`src/rtl/jtag_tdo_capture_pkg.sv`:
```
// Shared types and default widths for the TDO capture block.
package jtag_pkg;

  localparam int CAP_DATA_W = 8;
  localparam int CAP_LEN_W  = 16;

  typedef enum logic {
    IDLE,
    SHIFT
  } cap_state_e;

  typedef struct packed {
    logic                  last;
    logic [CAP_DATA_W-1:0] data;
  } cap_word_t;

endpackage

```
`src/rtl/jtag_tdo_capture_if.sv`:
```
// Host read port: valid/ready stream of captured bytes.
interface jtag_tdo_capture_if #(
  parameter int DATA_W = jtag_pkg::CAP_DATA_W
) ();

  logic              rd_valid;
  logic [DATA_W-1:0] rd_data;
  logic              rd_last;
  logic              rd_ready;

  modport master (
    output rd_valid,
    output rd_data,
    output rd_last,
    input  rd_ready
  );

  modport slave (
    input  rd_valid,
    input  rd_data,
    input  rd_last,
    output rd_ready
  );

endinterface

```
`src/rtl/jtag_byte_fifo.sv`:
```
// Synchronous first-word-fall-through FIFO of captured words.
module jtag_byte_fifo
  import jtag_pkg::*;
#(
  parameter int DEPTH = 16
) (
  input  logic                     clk,
  input  logic                     rst,
  input  logic                     push,
  input  cap_word_t                push_word,
  input  logic                     pop,
  output cap_word_t                head_word,
  output logic                     full,
  output logic                     empty,
  output logic [$clog2(DEPTH):0]   level
);

  localparam int AW = $clog2(DEPTH);

  logic [AW-1:0] wr_ptr_q, wr_ptr_d;
  logic [AW-1:0] rd_ptr_q, rd_ptr_d;
  logic [AW:0]   count_q,  count_d;
  cap_word_t     mem_q [DEPTH];
  logic          pop_ok;
  logic          push_ok;

  assign empty   = (count_q == '0);
  assign full    = (count_q == (AW+1)'(DEPTH));
  assign level   = count_q;
  assign pop_ok  = pop && !empty;
  // A full FIFO still accepts a push when the head leaves on the same edge.
  assign push_ok = push && (!full || pop_ok);
  assign head_word = empty ? '0 : mem_q[rd_ptr_q];

  // Pointer and occupancy next-state.
  always_comb begin
    wr_ptr_d = wr_ptr_q;
    rd_ptr_d = rd_ptr_q;
    count_d  = count_q;
    if (push_ok) wr_ptr_d = wr_ptr_q + 1'b1;
    if (pop_ok)  rd_ptr_d = rd_ptr_q + 1'b1;
    case ({push_ok, pop_ok})
      2'b10:   count_d = count_q + 1'b1;
      2'b01:   count_d = count_q - 1'b1;
      default: count_d = count_q;
    endcase
  end

  // Pointer and occupancy registers.
  always_ff @(posedge clk) begin
    if (!rst) begin
      wr_ptr_q <= '0;
      rd_ptr_q <= '0;
      count_q  <= '0;
    end else begin
      wr_ptr_q <= wr_ptr_d;
      rd_ptr_q <= rd_ptr_d;
      count_q  <= count_d;
    end
  end

  // Storage write; contents are don't-care while empty.
  always_ff @(posedge clk) begin
    if (push_ok) mem_q[wr_ptr_q] <= push_word;
  end

endmodule

```
`src/rtl/jtag_tdo_capture.sv`:
```
// Samples TDO during Shift-IR/DR, packs bits LSB-first into bytes, buffers them.
module jtag_tdo_capture
  import jtag_pkg::*;
#(
  parameter int DATA_W     = CAP_DATA_W,
  parameter int LEN_W      = CAP_LEN_W,
  parameter int FIFO_DEPTH = 16
) (
  input  logic                          clk,
  input  logic                          rst,
  input  logic                          start,
  input  logic [LEN_W-1:0]              len,
  input  logic                          shift_en,
  input  logic                          tck_rise,
  input  logic                          tdo,
  jtag_tdo_capture_if.master            rd,
  output logic                          busy,
  output logic                          done,
  output logic                          overflow,
  output logic [$clog2(FIFO_DEPTH):0]   level
);

  localparam int BW = $clog2(DATA_W);

  cap_state_e        state_q,     state_d;
  logic [LEN_W-1:0]  remaining_q, remaining_d;
  logic [BW-1:0]     bitpos_q,    bitpos_d;
  logic [DATA_W-1:0] shreg_q,     shreg_d;
  logic              overflow_q,  overflow_d;
  logic              done_q,      done_d;

  logic              push;
  logic              pop;
  cap_word_t         push_word;
  cap_word_t         head_word;
  logic              fifo_full;
  logic              fifo_empty;
  logic [DATA_W-1:0] cap;
  logic              last_bit;

  assign pop         = rd.rd_valid && rd.rd_ready;
  assign rd.rd_valid = !fifo_empty;
  assign rd.rd_data  = head_word.data;
  assign rd.rd_last  = head_word.last;
  assign busy        = (state_q == SHIFT);
  assign done        = done_q;
  assign overflow    = overflow_q;
  assign last_bit    = (remaining_q == LEN_W'(1));

  // Capture FSM, bit packing and overflow tracking.
  always_comb begin
    state_d     = state_q;
    remaining_d = remaining_q;
    bitpos_d    = bitpos_q;
    shreg_d     = shreg_q;
    overflow_d  = overflow_q;
    done_d      = 1'b0;
    push        = 1'b0;
    push_word   = '0;
    cap         = shreg_q;
    case (state_q)
      IDLE: begin
        if (start) begin
          if (len != '0) begin
            remaining_d = len;
            bitpos_d    = '0;
            shreg_d     = '0;
            overflow_d  = 1'b0;
            state_d     = SHIFT;
          end else begin
            done_d = 1'b1;
          end
        end
      end
      SHIFT: begin
        if (tck_rise && shift_en) begin
          cap[bitpos_q] = tdo;
          remaining_d   = remaining_q - 1'b1;
          // Clearing shreg on every push keeps unfilled upper bits of a partial byte at 0.
          if (bitpos_q == BW'(DATA_W-1) || last_bit) begin
            push           = 1'b1;
            push_word.last = last_bit;
            push_word.data = cap;
            shreg_d        = '0;
            bitpos_d       = '0;
            if (fifo_full && !pop) overflow_d = 1'b1;
          end else begin
            shreg_d  = cap;
            bitpos_d = bitpos_q + 1'b1;
          end
          if (last_bit) begin
            state_d = IDLE;
            done_d  = 1'b1;
          end
        end
      end
      default: state_d = IDLE;
    endcase
  end

  // State registers with synchronous active-low reset.
  always_ff @(posedge clk) begin
    if (!rst) begin
      state_q     <= IDLE;
      remaining_q <= '0;
      bitpos_q    <= '0;
      shreg_q     <= '0;
      overflow_q  <= 1'b0;
      done_q      <= 1'b0;
    end else begin
      state_q     <= state_d;
      remaining_q <= remaining_d;
      bitpos_q    <= bitpos_d;
      shreg_q     <= shreg_d;
      overflow_q  <= overflow_d;
      done_q      <= done_d;
    end
  end

  jtag_byte_fifo #(
    .DEPTH (FIFO_DEPTH)
  ) u_fifo (
    .clk       (clk),
    .rst       (rst),
    .push      (push),
    .push_word (push_word),
    .pop       (pop),
    .head_word (head_word),
    .full      (fifo_full),
    .empty     (fifo_empty),
    .level     (level)
  );

endmodule

```
`src/flat_wrapper.sv`:
```
// flat-port wrapper written by rule: the top's interface ports become plain ports
module jtag_tdo_capture_flat import jtag_pkg::*;
#(
  parameter int DATA_W     = CAP_DATA_W,
  parameter int LEN_W      = CAP_LEN_W,
  parameter int FIFO_DEPTH = 16
)
  (clk, rst, start, len, shift_en, tck_rise, tdo, busy, done, overflow, level, rd_rd_valid, rd_rd_data, rd_rd_last, rd_rd_ready);
  jtag_tdo_capture_if #(.DATA_W(DATA_W)) rd_i ();
  input  logic clk;
  input  logic rst;
  input  logic start;
  input  logic [LEN_W-1:0] len;
  input  logic shift_en;
  input  logic tck_rise;
  input  logic tdo;
  output logic busy;
  output logic done;
  output logic overflow;
  output logic [$clog2(FIFO_DEPTH):0] level;
  output wire logic [$bits(rd_i.rd_valid)-1:0] rd_rd_valid;
  output wire logic [$bits(rd_i.rd_data)-1:0] rd_rd_data;
  output wire logic [$bits(rd_i.rd_last)-1:0] rd_rd_last;
  input wire logic [$bits(rd_i.rd_ready)-1:0] rd_rd_ready;
  assign rd_rd_valid = rd_i.rd_valid;
  assign rd_rd_data = rd_i.rd_data;
  assign rd_rd_last = rd_i.rd_last;
  assign rd_i.rd_ready = rd_rd_ready;
  jtag_tdo_capture #(.DATA_W(DATA_W), .LEN_W(LEN_W), .FIFO_DEPTH(FIFO_DEPTH)) u_core (.clk(clk), .rst(rst), .start(start), .len(len), .shift_en(shift_en), .tck_rise(tck_rise), .tdo(tdo), .rd(rd_i), .busy(busy), .done(done), .overflow(overflow), .level(level));
endmodule
```
`config.mk`:
```
export PLATFORM = sky130hd
export DESIGN_NAME = jtag_tdo_capture_flat
export DESIGN_NICKNAME = d
export VERILOG_FILES = /design/src/rtl/jtag_tdo_capture_pkg.sv /design/src/rtl/jtag_tdo_capture_if.sv /design/src/rtl/jtag_byte_fifo.sv /design/src/rtl/jtag_tdo_capture.sv /design/src/flat_wrapper.sv
export SDC_FILE = /design/constraint.sdc
export NUM_CORES = 1
export LEC_CHECK = 0
export CORE_MARGIN = 2
export CORE_UTILIZATION = 65
export CTS_BUF_LIST = sky130_fd_sc_hd__clkbuf_4 sky130_fd_sc_hd__clkbuf_8
export CTS_CLUSTER_DIAMETER = 200
export CTS_CLUSTER_SIZE = 25
export DETAILED_ROUTE_END_ITERATION = 10
export DONT_BUFFER_PORTS = 1
export GPL_TIMING_DRIVEN = 0
export PLACE_DENSITY = 0.81
export SLEW_MARGIN = 5
export SYNTH_ARGS = -nofsm -noshare
export SYNTH_HDL_FRONTEND = slang
export SYNTH_SLANG_ARGS = --single-unit
```
`constraint.sdc`:
```
create_clock -name clk -period 8.4 [get_ports clk]
set_input_delay 0.84 -clock clk [delete_from_list [all_inputs] [get_ports clk]]
set_output_delay 0.84 -clock clk [all_outputs]
set_load 0.03 [all_outputs]
```
After elaboration in Yosys (flattened, before gate mapping)
Memories as Yosys holds them, arrays and structs flattened. A register that Yosys moved wholly into a read port is not among the register bits.
Index checks and enable logic that the tools add are counted.
{"block": "totals", "ff_bits": 43, "latch_bits": 0, "ramBits": 144, "mem_bits_ro": 0, "inputBits": 23, "output_inout_bits": 18, "word_cells": 90, "mem_count": 1}
{"block": "op_classes", "add_sub_neg": 6, "n_mul": 0, "div_mod_pow": 0, "order_cmp": 2, "eq_ne": 10, "shift": 0, "muxes": 45, "bitwise": 1, "reduce_logical": 16}
{"name": "u_core.u_fifo.mem_q", "depth": 16, "word_bits": 9, "read_ports": 1, "rd_clocked_by_memory_dff": 1, "wr": 1, "line_no": "jtag_byte_fifo.sv:23", "rtl": "cap_word_t mem_q [DEPTH];"}
{"op": "16-bit 2-to-1 mux", "count": 3}
{"op": "9-bit 2-to-1 mux", "count": 4}
{"op": "8-bit 2-to-1 mux", "count": 4}
{"op": "16-bit case mux with 2 select lines", "count": 1}
{"op": "1-bit 2-to-1 mux", "count": 19}
{"op": "16-bit by 1-bit == test with 1-bit output (second input constant)", "count": 1}
{"op": "8-bit case mux with 2 select lines", "count": 1}
{"op": "16-bit nonzero test", "count": 1}
{"op": "16-bit by 1-bit subtractor with 16-bit output (second input constant)", "count": 1}
{"op": "3-bit 2-to-1 mux", "count": 4}
{"op": "5-bit case mux with 2 select lines", "count": 1}
{"op": "4-bit by 1-bit adder with 4-bit output (second input constant)", "count": 2}
{"op": "8-bit bitwise mux", "count": 1}
{"op": "4-bit 2-to-1 mux", "count": 2}
{"op": "2-bit inequality test (second input constant)", "count": 4}
{"op": "1-bit logical AND", "count": 6}
{"op": "1-bit case mux with 2 select lines", "count": 3}
{"op": "3-bit case mux with 2 select lines", "count": 1}
{"op": "5-bit by 1-bit adder with 5-bit output (second input constant)", "count": 1}
{"op": "5-bit == test (second input constant)", "count": 1}
{"op": "5-bit zero test", "count": 1}
{"op": "5-bit AND reduction", "count": 1}
{"op": "5-bit by 1-bit subtractor with 5-bit output (second input constant)", "count": 1}
{"op": "3-bit by 4-bit less-than comparator with 1-bit output (second input constant)", "count": 1}
{"op": "12 further kinds", "count": 15}

Logic depth before layout (Yosys ltp)
{"block": "logic_depth", "ltp_word": 9, "ltp_mapped": 13, "depth_no_buf": 13}

Modules after synthesis
Synthesis repeated with hierarchy kept, for this count alone.
{"block": "unflattened", "cells_unflattened": 599, "hier_area_um2": 8514.4}
{"module": "jtag_byte_fifo", "instances": 1, "cells_per_inst": 358, "area_each_um2": 6595.1, "seq_area_each_um2": 4664.5}
{"module": "jtag_tdo_capture", "instances": 1, "cells_per_inst": 241, "area_each_um2": 1919.3, "seq_area_each_um2": 600.6}

Worst setup path before layout
OpenSTA, ideal clock, no wires.
{"block": "synth_path", "kind": "input port to flip-flop", "from": "input port shift_en", "to": "register u_core.u_fifo.count_q[4], in the netlist u_core.u_fifo.level[4]", "setup_time_ps": 120, "t_arrival_ps": 2847, "t_required_ps": 8280, "slack_ps": 5434, "stages": 11, "path_buffers": 1, "cell_sequence": "nand3_1 clkbuf_1 nor2_1 nor2_1 inv_1 fa_1 nand2b_1 o2bb2ai_1 nor4_1 a311oi_1 o31a_1"}
{"block": "synth_between", "elab_chain_len": 6, "elab_cells_between_ends": 8, "cone_classes": "2 x eq/ne; 3 x mux; 3 x reduce/logical"}
{"item": "from (decl)", "line_no": "flat_wrapper.sv:14", "rtl": "input logic shift_en;"}
{"item": "1-bit logical AND (*)", "line_no": "jtag_tdo_capture.sv:76", "rtl": "if (tck_rise && shift_en) begin"}
{"item": "1-bit 2-to-1 mux (*)", "line_no": "jtag_tdo_capture.sv:76"}
{"item": "1-bit 2-to-1 mux (*)", "line_no": "jtag_tdo_capture.sv:61", "rtl": "case (state_q)"}
{"item": "1-bit logical AND (*)", "line_no": "jtag_byte_fifo.sv:32", "rtl": "assign push_ok = push && (!full || pop_ok);"}
{"item": "2-bit by 1-bit == test with 1-bit output / 2-bit == test (equally long branches)", "line_no": "jtag_byte_fifo.sv:42", "rtl": "case ({push_ok, pop_ok})"}
{"item": "5-bit case mux with 2 select lines / 2-bit nonzero test (equally long branches)"}
{"item": "to (signal assigned)", "line_no": "jtag_byte_fifo.sv:58", "rtl": "count_q <= count_d;"}
{"item": "to (decl)", "line_no": "jtag_byte_fifo.sv:22", "rtl": "logic [AW:0] count_q, count_d;"}
Mark *: on every way between the ends. The rest lies on a longest branch, timed or not.
A chain may end at the register's enable or synchronous reset.

==> results by group <==
Timing
  • Unrepaired setup endpoints after global routing: no
  • Fin crit period: 3.92 ns
  • Worst Max-Slew Pin Slew: 1.34 ns
  • Fin. max-slew vios: 0
  • Final hold violation count: 0
  • Worst setup margin: 4.48 ns
  • Worst clock skew: 0.00683 ns
  • Slew margin rel.: 0.103
  • F_max: 0.255 GHz
  • Final period utilization: 0.467
  • Total negative slack: 0 ns
  • Worst hold slack: 0.497 ns
  • Setup-failing EPs final: 0

Yosys
  • Synth top area share: 0.507
  • Combinational family with the most area after synthesis: multiplexers
  • Syn_area_per_cell: 14.6 um^2
  • Netlist cell types: 62
  • Post-synthesis compound-gate area fraction: 0.0645
  • Yosys top cell by area: edfxtp_1
  • Commonest cells in the netlist: edfxtp_1, dfxtp_1, mux4_2
  • Synth top area cells: edfxtp_1, mux4_2, dfxtp_1
  • Register area share after synthesis: 0.617
  • Simple-gate share of the synthesized area: 0.125
  • Post-synth EDFFs: 144
  • Ys flop type: edfxtp_1
  • Mapped Cells: 583
  • Xor/xnor share of the synthesized area: 0.00616
  • Post-synthesis mux area share: 0.143
  • Adder-cell share of the synthesized area: 0.0199
  • Yosys warns: 0
  • Syn Nets: 619
  • Share of flip-flops with an asynchronous set or reset: 0
  • Netlist Area Pre-Place: 8540 um^2
  • Dominant cell by count in the synthesized netlist: edfxtp_1
  • Flops & latches, synth: 191

Placement
  • GPL Wtd Cong: 0.920
  • Dpl ws: 4.95 ns
  • DP HPWL: 12300 um
  • Port-buffer cells: 0

Worst setup path
  • Reg2reg path depth: 13
  • Worst setup endpoint: rd_rd_data[6]
  • Worst EP required: 7.56 ns
  • Critical Path Sink Type: primary output
  • Buf/Inv on CP: 2
  • R2R Path Start: u_core.remaining_q[1]
  • Reg2Reg Setup Slack: 5.14 ns
  • CP Depth: 5
  • CP max FO: 10
  • WS Path Type: register to primary output
  • Crit-path max cell delay: 0.57 ns
  • Cell Chain, Critical Path: clkbuf_1, buf_1, mux4_2, mux4_2, and2_1
  • CP arrival: 3.08 ns
  • Startpoint class of the critical path: register
  • CP delay by family, top: buffers and inverters
  • Reg2Reg Capture Point: u_core.u_fifo.level[4]
  • CP dominant cell by count: mux4_2
  • CP max stage cell: buf_1

Power
  • Peak VDD IR: 0.0000972 V
  • Power density cells: 191 nW/um^2
  • Tot Pwr: 1.75 mW
  • P_leak: 3.07 nW

Clocking
  • TritonCTS clock tree: built
  • PostCTS Resize Cnt: 0
  • Post-CTS Setup Repair Bufs: 0
  • Clock root buffer: clkbuf_8
  • Clk slew on worst S/H paths: 0.09 ns
  • Clock buffer depth: 2
  • Skew-Pair Late Insertion Delay: 0.46 ns
  • Cts bufs inserted: 17
  • H-tree levels: 4
  • Hold buffers post-CTS: 0
  • Clock sink count: 191

Die
  • Std cell rows: 41
  • Ports: 41
  • Die area: 14100 um^2
  • Die H: 119 um
  • Core area: 12700 um^2
  • Starting density of the core: 0.671
  • Chip width: 119 um

Global route
  • First-pass GRT wire length: 27800 um
  • GRT Resource Usage Total: 0.266
  • Initial antenna violation count: 0
  • Largest net degree at the start of global routing: 18
  • GRT Residual Overflow: 0
  • Vias in the first global route: 5172

Layout
  • Layout cells sized above 1: 0.173
  • Synth-to-Final Area Change: 7.23%
  • Nets: 638
  • Antenna Cells: 0

Worst hold path
  • WHS Path Cells: 2
  • HP Class: register to register

Drt
  • Vias per cell: 6.48
  • DRC: 0
  • Post-Route WL: 17700 um
  • DR iter-0 viols: 509
  • Vias: 5096
  • Routed wire per std cell: 22.5 um
  • Antenna Nets Post-Route: 0
  • Drt pass-1 iters: 5

Outcome
  • Status: completed

Flow run
  • # Max-Cap Violations: 0
[registers in the layout (all words and copies together), names as in the netlist, named ones only]
signal,flops
u_core.bitpos_q,3
u_core.busy,1
u_core.done,1
u_core.overflow,1
u_core.remaining_q,16
u_core.shreg_q,8
u_core.u_fifo.level,5
u_core.u_fifo.mem_q,144
u_core.u_fifo.rd_ptr_q,4
u_core.u_fifo.wr_ptr_q,4
[metal layers]
layer  GRT usage  vias up  part of all wire
li1            -     2278                 -
met1       0.337     2583              0.38
met2       0.449      197              0.53
met3      0.0589       38             0.068
met4       0.103        0             0.025
met5           0        -                 0
[cells by family (layout without fill, tap and decap cells)]
kind of cell	after synthesis	in the layout
DFF	191	191
and+or+nand+nor	186	186
AOI/OAI and AO/OA	72	72
muxes	65	65
buffers and inverters	50	81
adders and majority gates	13	13
xor gates and xnor gates	6	6
[report_power, final]
part	switching, mW	internal [mW]
combinational	0.0784	0.0528
clock	0.302	0.296
sequential	0.0141	1.01
total	0.395	1.36
[metrics by stage]
step | util | instances | instance area, um^2
3_5_place_dp | 0.688 | 755 | 8750
4_1_cts | 0.719 | 786 | 9150
2_1_floorplan | - | 583 | 8540
6_report | 0.720 | 786 | 9150
3_3_place_gp | 0.688 | 755 | 8750
5_1_grt | 0.720 | 786 | 9150
[cell usage in the layout, fill, tap and decap left out, types with 9 or more instances in the layout]
cell / synthesis / routed
edfxtp_1: 144 / 144
dfxtp_1: 47 / 47
mux4_2: 45 / 45
nor2_1: 40 / 40
nand2_1: 29 / 29
and2_1: 27 / 27
a21boi_0: 22 / 22
clkbuf_1: 21 / 21
nand3_1: 21 / 21
clkbuf_8: 0 / 17
inv_1: 15 / 15
mux2i_1: 14 / 14
o21a_1: 12 / 12
ha_1: 12 / 12
nor4_1: 9 / 9
nor2b_1: 9 / 9
[worst min path at each step]
stage / start / to / slack (ns)
final: u_core.shreg_q[0] / u_core.shreg_q[0] / 0.50
after floorplan: u_core.shreg_q[0] / u_core.shreg_q[0] / 0.46
after global placement: u_core.shreg_q[0] / u_core.shreg_q[0] / 0.46
after global routing: u_core.remaining_q[12] / u_core.remaining_q[12] / 0.53
after CTS: u_core.shreg_q[0] / u_core.shreg_q[0] / 0.50
after detailed placement: u_core.shreg_q[0] / u_core.shreg_q[0] / 0.49
[layout make-up]
type	instances	area (um^2)
Multi-Input combinational cell	342	3070
Clock buffer	19	249
Tap cell	172	215
Clock inverter	12	145
Sequential cell	191	5270
Inverter	15	56.3
Buffer	35	158
Fill cell	871	3570
[worst min-delay path, delay by kind of cell (launching register included)]
kind            cells  cell delay (ns)
flops               1             0.32
compound gates      2             0.13
(Power assumes the default switching activity.)
